$ cat config.mk
export PLATFORM = sky130hd
export DESIGN_NAME = uart_rx_oversampled
export DESIGN_NICKNAME = d
export VERILOG_FILES = /design/src/rtl/uart_rx_oversampled.sv
export SDC_FILE = /design/constraint.sdc
export NUM_CORES = 1
export LEC_CHECK = 0
export ABC_AREA = 1
export CAP_MARGIN = 20
export CELL_PAD_IN_SITES_DETAIL_PLACEMENT = 0
export CELL_PAD_IN_SITES_GLOBAL_PLACEMENT = 1
export CORE_AREA = 2 2 71 73
export CTS_CLUSTER_DIAMETER = 30
export DETAILED_ROUTE_END_ITERATION = 16
export DIE_AREA = 0 0 73 75
export PLACE_DENSITY = 0.83
export SYNTH_ARGS = -nofsm -noshare
export SYNTH_HDL_FRONTEND = slang
export SYNTH_SLANG_ARGS = --single-unit
$ cat constraint.sdc
create_clock -name clk -period 1.35 [get_ports clk]
set_clock_uncertainty 0.1 [all_clocks]
set_input_delay 0.405 -clock clk [delete_from_list [all_inputs] [get_ports clk]]
set_output_delay 0.405 -clock clk [all_outputs]
set_load 0.02 [all_outputs]
$ cat src/rtl/uart_rx_oversampled.sv
// Oversampling UART receiver: every clk is one sampling tick, frame = start, data LSB first,
// optional parity, stop. Define UART_RX_MAJORITY_VOTE_EN for 2-of-3 voting around mid-bit.
module uart_rx_oversampled #(
  parameter int unsigned parity_on           = 1,
  parameter int unsigned even_parity         = 1,
  parameter int unsigned data_size           = 8,
  parameter int unsigned no_of_clks          = 16,
  parameter int unsigned sampling_cntr_width = 4
) (
  input  logic                 clk,
  input  logic                 rst,
  input  logic                 Rx_s,
  output logic [data_size-1:0] Rx_out,
  output logic                 data_valid,
  output logic                 parity_err,
  output logic                 frame_err,
  output logic                 busy
);

  localparam int unsigned CW   = sampling_cntr_width;
  localparam int unsigned BW   = (data_size > 1) ? $clog2(data_size) : 1;
  localparam int unsigned Half = no_of_clks / 2 - 1;
`ifdef UART_RX_MAJORITY_VOTE_EN
  localparam int unsigned StartDecide = Half + 1;
`else
  localparam int unsigned StartDecide = Half;
`endif
  localparam logic [CW-1:0] CntStart = CW'(StartDecide);
  localparam logic [CW-1:0] CntLast  = CW'(no_of_clks - 1);
  localparam logic [BW-1:0] BitLast  = BW'(data_size - 1);
  localparam logic          ParOn    = (parity_on != 0);
  localparam logic          EvenBit  = (even_parity != 0);

  typedef enum logic [2:0] {StIdle, StStart, StData, StParity, StStop} state_e;

  state_e               r_state, w_state_nxt;
  logic [CW-1:0]        r_cnt, w_cnt_nxt;
  logic [BW-1:0]        r_bcnt, w_bcnt_nxt;
  logic [data_size-1:0] r_shift, w_shift_nxt;
  logic                 r_par, w_par_nxt;
  logic                 r_stop, w_stop_nxt;
  logic                 r_pend, w_pend_nxt;
  logic                 r_sync1, r_sync2, r_prev;
  logic                 w_bit;
  logic [data_size-1:0] r_rx_out;
  logic                 r_valid, r_perr, r_ferr;

  always_ff @(posedge clk) begin
    if (rst) begin
      r_sync1 <= 1'b1;
      r_sync2 <= 1'b1;
      r_prev  <= 1'b1;
    end else begin
      r_sync1 <= Rx_s;
      r_sync2 <= r_sync1;
      r_prev  <= r_sync2;
    end
  end

`ifdef UART_RX_MAJORITY_VOTE_EN
  // Two-deep history of the synced line: with the live sample it spans ticks h-1, h, h+1.
  logic r_h0, r_h1;
  always_ff @(posedge clk) begin
    if (rst) begin
      r_h0 <= 1'b1;
      r_h1 <= 1'b1;
    end else begin
      r_h0 <= r_sync2;
      r_h1 <= r_h0;
    end
  end
  assign w_bit = (r_h1 & r_h0) | (r_h1 & r_sync2) | (r_h0 & r_sync2);
`else
  assign w_bit = r_sync2;
`endif

  always_ff @(posedge clk) begin
    if (rst) begin
      r_state <= StIdle;
      r_cnt   <= '0;
      r_bcnt  <= '0;
      r_shift <= '0;
      r_par   <= 1'b0;
      r_stop  <= 1'b1;
      r_pend  <= 1'b0;
    end else begin
      r_state <= w_state_nxt;
      r_cnt   <= w_cnt_nxt;
      r_bcnt  <= w_bcnt_nxt;
      r_shift <= w_shift_nxt;
      r_par   <= w_par_nxt;
      r_stop  <= w_stop_nxt;
      r_pend  <= w_pend_nxt;
    end
  end

  always_comb begin
    w_state_nxt = r_state;
    w_cnt_nxt   = r_cnt;
    w_bcnt_nxt  = r_bcnt;
    w_shift_nxt = r_shift;
    w_par_nxt   = r_par;
    w_stop_nxt  = r_stop;
    w_pend_nxt  = 1'b0;
    unique case (r_state)
      StIdle: begin
        if (r_prev && !r_sync2) begin
          w_state_nxt = StStart;
          w_cnt_nxt   = '0;
        end
      end
      StStart: begin
        if (r_cnt == CntStart) begin
          w_cnt_nxt = '0;
          if (!w_bit) begin
            w_state_nxt = StData;
            w_bcnt_nxt  = '0;
          end else begin
            w_state_nxt = StIdle;
          end
        end else begin
          w_cnt_nxt = r_cnt + 1'b1;
        end
      end
      StData: begin
        if (r_cnt == CntLast) begin
          w_cnt_nxt           = '0;
          w_shift_nxt[r_bcnt] = w_bit;
          if (r_bcnt == BitLast) begin
            w_state_nxt = ParOn ? StParity : StStop;
          end else begin
            w_bcnt_nxt = r_bcnt + 1'b1;
          end
        end else begin
          w_cnt_nxt = r_cnt + 1'b1;
        end
      end
      StParity: begin
        if (r_cnt == CntLast) begin
          w_cnt_nxt   = '0;
          w_par_nxt   = w_bit;
          w_state_nxt = StStop;
        end else begin
          w_cnt_nxt = r_cnt + 1'b1;
        end
      end
      StStop: begin
        // Leave at mid-stop so a start edge half a bit later is still caught.
        if (r_cnt == CntLast) begin
          w_cnt_nxt   = '0;
          w_stop_nxt  = w_bit;
          w_pend_nxt  = 1'b1;
          w_state_nxt = StIdle;
        end else begin
          w_cnt_nxt = r_cnt + 1'b1;
        end
      end
      default: begin
        w_state_nxt = StIdle;
        w_cnt_nxt   = '0;
      end
    endcase
  end

  always_ff @(posedge clk) begin
    if (rst) begin
      r_rx_out <= '0;
      r_valid  <= 1'b0;
      r_perr   <= 1'b0;
      r_ferr   <= 1'b0;
    end else begin
      r_valid <= r_pend;
      if (r_pend) begin
        r_rx_out <= r_shift;
        r_ferr   <= ~r_stop;
        r_perr   <= ParOn & (^r_shift ^ r_par ^ ~EvenBit);
      end
    end
  end

  assign Rx_out     = r_rx_out;
  assign data_valid = r_valid;
  assign parity_err = r_perr;
  assign frame_err  = r_ferr;
  // The pending-output cycle still counts as busy so busy falls exactly as data_valid rises.
  assign busy       = (r_state != StIdle) | r_pend;

endmodule
# --- Yosys cells after proc, flatten, opt, wreduce, memory -nomap -nowiden ---
# Index checks and enable logic that the tools add are counted.
totals:
  register_bits: 35
  out_inout_bits: 12
  word_cells: 72
  inputBits: 3
classes:
  n_mux: 21
  magnitude_cmp: 2
  eq_ne: 15
  n_reduce_logical: 14
  add_sub_neg: 2
  bitwise_logic: 4
ops:
  columns: ["cell", "n"]
  rows:
  - ["3-bit 2-to-1 mux", 10]
  - ["2-bit != test, second input constant", 8]
  - ["3-bit case mux with 5 select lines", 1]
  - ["4-bit 2-to-1 mux", 3]
  - ["4-bit case mux with 3 select lines", 1]
  - ["8-bit bitwise mux", 1]
  - ["8-bit XOR reduction", 1]
  - ["3-bit by 2-bit equality test with 1-bit output, second input constant", 2]
  - ["3-bit equality test, second input constant", 2]
  - ["3-bit case mux with 2 select lines", 1]
  - ["2-bit AND reduction", 3]
  - ["6-bit AND reduction", 1]
  - ["5-bit AND reduction", 1]
  - ["4-bit by 1-bit adder with 4-bit output, second input constant", 1]
  - ["4-bit by 3-bit equality test with 1-bit output, second input constant", 1]
  - ["4-bit equality test, second input constant", 1]
  - ["3-bit by 4-bit less-than comparator with 1-bit output, second input constant", 1]
  - ["3-bit by 1-bit adder with 3-bit output, second input constant", 1]
  - ["1-bit demux with 3-bit select", 1]
  - ["3-bit by 1-bit equality test with 1-bit output, second input constant", 1]
  - ["3-bit by 1-bit >= comparator with 1-bit output, second input constant", 1]
  - ["3-bit logical NOT", 1]
  - ["3-bit nonzero test", 1]
  - ["3-bit OR reduction", 1]
  - ["9 further kinds", 12]

# --- Depth between registers and ports, before layout ---
logic_depth:
  depth_word: 5
  depth_mapped: 10
  ltp_nobuf: 10

# --- Worst setup path after synthesis ---
# OpenSTA, ideal clock, no wires.
synth_path:
  kind: "register -> register"
  start: "register r_cnt[0]"
  end: "register r_bcnt[1]"
  slack_ns: -0.106
  setup_ns: 0.128
  period_less_slack_ns: 1.456
  required_time_ns: 1.122
  arrival_time_ns: 1.229
  path_buffers: 0
  stages_incl_launch_ff: 11
  cell_sequence: "dfxtp_1 > ha_1 > nand2_2 > nor2_8 > inv_2 > nand2_2 > nand2_1 > nor2_2 > nand2_1 > nand2_1 > nor2_1"
synth_via:
  elab_chain_cells: 3
  elab_cells_between_ends: 5
  classes_between: "eq/ne: 4; reduce/logical: 1"
synth_rtl:
  columns: ["item", "line_no", "text"]
  rows:
  - ["start: declaration", "37", "logic [CW-1:0] r_cnt, w_cnt_nxt;"]
  - ["start signal: assignment", "88", "r_cnt <= w_cnt_nxt;"]
  - ["4-bit equality test or 4-bit by 3-bit equality test with 1-bit output (tied branches)", "126, 113", null]
  - ["2-bit != test (no line)", null, null]
  - ["5-bit AND reduction (no line) (*)", null, null]
  - ["end signal: assignment", "89", "r_bcnt <= w_bcnt_nxt;"]
  - ["end: declaration", "38", "logic [BW-1:0] r_bcnt, w_bcnt_nxt;"]
# Every way passes the cells marked *; elsewhere a longest branch is shown, timed or not.
# A chain may end at the register's enable or synchronous reset.

# --- Worst setup path in the final report ---
layout_path:
  start: "register r_state[0]"
  end: "output busy"
layout_via:
  elab_chain_cells: 2
layout_rtl:
  columns: ["item", "line_no", "text"]
  rows:
  - ["start: declaration", "36", "state_e r_state, w_state_nxt;"]
  - ["start signal: assignment", "79", "r_state <= StIdle;"]
  - ["start signal: assignment", "87", "r_state <= w_state_nxt;"]
  - ["3-bit nonzero test", "186", "assign busy = (r_state != StIdle) | r_pend;"]
  - ["1-bit bitwise OR", "186", null]
  - ["end: declaration", "17", "output logic busy"]
# No other way between the ends.

==> results <==
-- stage by stage --
stage	power, mW	worst slack (ps)	util [%]
after CTS	4.01	-195	51.1
after global routing	4.38	-242	52.2
after detailed placement	2.72	-332	45.6
final	4.12	-201	52.2
after global placement	2.70	-301	45.6
after floorplan	2.15	-15.3	-
-- synthesized netlist by cell type, drive strengths merged --
library cell  number
nand2             56
dfxtp             35
inv               30
nor2              30
o21ai             22
a21oi             19
nand3             13
nor3               4
buf                3
clkbuf             3
ha                 3
nand4              3
nor3b              3
o211ai             2
or2                2
xor2               2
a31oi              1
clkinv             1
o211a              1
-- cells by family (layout without fill, tap and decap cells) --
family	after synthesis	count (layout)	synth area share, %
AND/OR/NAND/NOR	111	111	32.3
AO/OA/AOI/OAI	45	45	14.6
buffers and inverters	37	88	8.69
flip-flops	35	35	41.2
adder cells (fa/ha/maj)	3	3	2.21
XOR/XNOR	2	2	1.03
-- registers in the layout, summed over array words and instances (netlist names) --
name,flops
r_bcnt,3
r_shift,8
r_sync1,1
r_par,1
r_prev,1
data_valid,1
frame_err,1
r_sync2,1
Rx_out,8
r_pend,1
r_cnt,4
r_stop,1
r_state,3
parity_err,1
-- final cells by class --
class,instances,area share [%]
timing repair buffer,49,15.2
clock inverter,2,0.463
multi-input combinational,161,44.1
tap,54,2.78
inverter,31,5.40
sequential,35,29.2
clock buffer,6,2.98
-- path summary, 6_finish.rpt --
kind / slack [ps] / start / endpoint
max: -200 / r_state[0] / busy
min: 330 / r_sync1 / r_sync2
max reg2reg: -120 / r_state[1] / r_bcnt[1]
min reg2reg: 330 / r_sync1 / r_sync2
-- repair_timing --
item | 4_1_cts | 5_1_grt
endpoints found under the setup margin | 28 | 20
pin swaps | 18 | 13
setup buffers | 21 | 1
cloned | 0 | 0
gates resized for setup | 88 | 15
-- per-layer routing --
| layer | share of wire (%) | up-vias | GRT usage (%) |
|---|---|---|---|
| met3 | 3.1 | 6 | 4.02 |
| met2 | 50 | 19 | 28.7 |
| li1 | - | 844 | - |
| met5 | 0 | - | 0 |
| met1 | 45 | 746 | 19.1 |
| met4 | 1.6 | 0 | 6.17 |
-- report_power, final --
| part | internal [mW] | total [mW] | leakage [nW] | switching (mW) |
|---|---|---|---|---|
| clock network | 0.362 | 0.762 | 0.0455 | 0.400 |
| logic | 1.02 | 2.12 | 0.799 | 1.10 |
| registers | 1.14 | 1.24 | 0.286 | 0.0964 |
| total | 2.53 | 4.12 | 1.13 | 1.60 |
==> flow_metrics.tcl <==
set metrics [dict create \
    nNetsFinal 289 \
    status "finished with violations" \
    clk_pin_slew_ps 70 \
    crit_family "flip-flops" \
    cpPeakStageDelay_ps 340 \
    fillCellCount 450 \
    period_share_pct 115 \
    syn_area_sq_um 1700 \
    crit_path_max_fanout 2 \
    syn_avg_cell_area_sq_um 7.29 \
    io_buffers 14 \
    endpoint_kind "output port" \
    cts.sinks 35 \
    setup_viol 18 \
    max_slew_margin_pct 86.2 \
    crit_required_ps 850 \
    mostFrequentLayoutCell "nand2_1" \
    cp.depth 5 \
    max_cap_violations 0 \
    ir_worst_vdd_v 0.000990 \
    rows 25 \
    start_util_pct 36.5 \
    path_cells "nor2_4, nand2_2, inv_2, nand2_2, buf_6" \
    cp_slowest_cell "dfxtp_2" \
    grt.total_usage_pct 16.3 \
    p_leak_nw 1.13 \
    hpwlAfterDp_um 2730 \
    rsz0062_at_grt "yes" \
    reg2regPathDepth 9 \
    clock_latency_ps 290 \
    setup_slack_ps -201 \
    hold_viol_final 0 \
    io_pins 15 \
    antenna_found_initial 0 \
    place_congestion 0.719 \
    grt_pass1_wl_um 6810 \
    die_w_um 73 \
    drive_above_1_share_pct 41.5 \
    area_growth_pct 43.2 \
    multi_input_area_sq_um 1070 \
    cts_made_buffers 5 \
    syn_nets 239 \
    synthCells 233 \
    vias 1615 \
    synth_seq_cells 35 \
    criticalPathCategory "reg2out" \
    routed_wl_um 3880 \
    core_area_sq_um 4660 \
    hold_depth 1 \
    ys_seq_area_share_pct 41.2 \
    powerDensity_nw_per_um2 1690 \
    grt_pass1_vias 1556 \
    layout_common_cells "nand2_1 (43), buf_4 (32), dfxtp_1 (30)" \
    drtIter0Drc 50 \
    placed_cells 320 \
    drt_first_pass_iters 4 \
    worstPathArrival_ps 1050 \
    clk_path_buf_depth 2 \
    synth_top_area_share_pct 41.2 \
    drv_slew 0 \
    regArea_sq_um 709 \
    fin_hold_ws_ps 326 \
    violations "setup timing" \
    hold_buffers 0 \
    fin_area_sq_um 2430 \
    placed_cell_area_sq_um 2130 \
    synth_area_leaders "dfxtp_1 (41%), nand2_1 (11%), inv_1 (5.5%), a21oi_1 (5.3%), nor2_1 (4.9%)" \
    cts_tree "built" \
    setup_tns_ps -1180 \
    finalCriticalPeriod_ps 1550 \
    detail-route-antenna-nets 0 \
    dieArea_sq_um 5480 \
    crit_buf_inv 2 \
    post_drt_wl_per_cell_um 11.5 \
    drc 0 \
    fmax_mhz 645 \
    ys_types 31 \
    overflow 0 \
    h-tree-depth 2 \
    worst_slew_pin_slew_ps 206 \
    cts_root_buf "clkbuf_8" \
    avgViaCountPerCell 4.78 \
    yosysWarnings 0 \
    hp-class "reg2reg" \
    die_h_um 75 \
    cp_common_cell "nand2_2" \
    antenna_cells 0 \
    finalNonFillerCells 338 \
    crit_path_start_kind "flop" \
    synth_largest_area_cell "dfxtp_1" \
    grt_max_degree 21 \
]
Note: power is estimated with default switching activity, not from simulation.
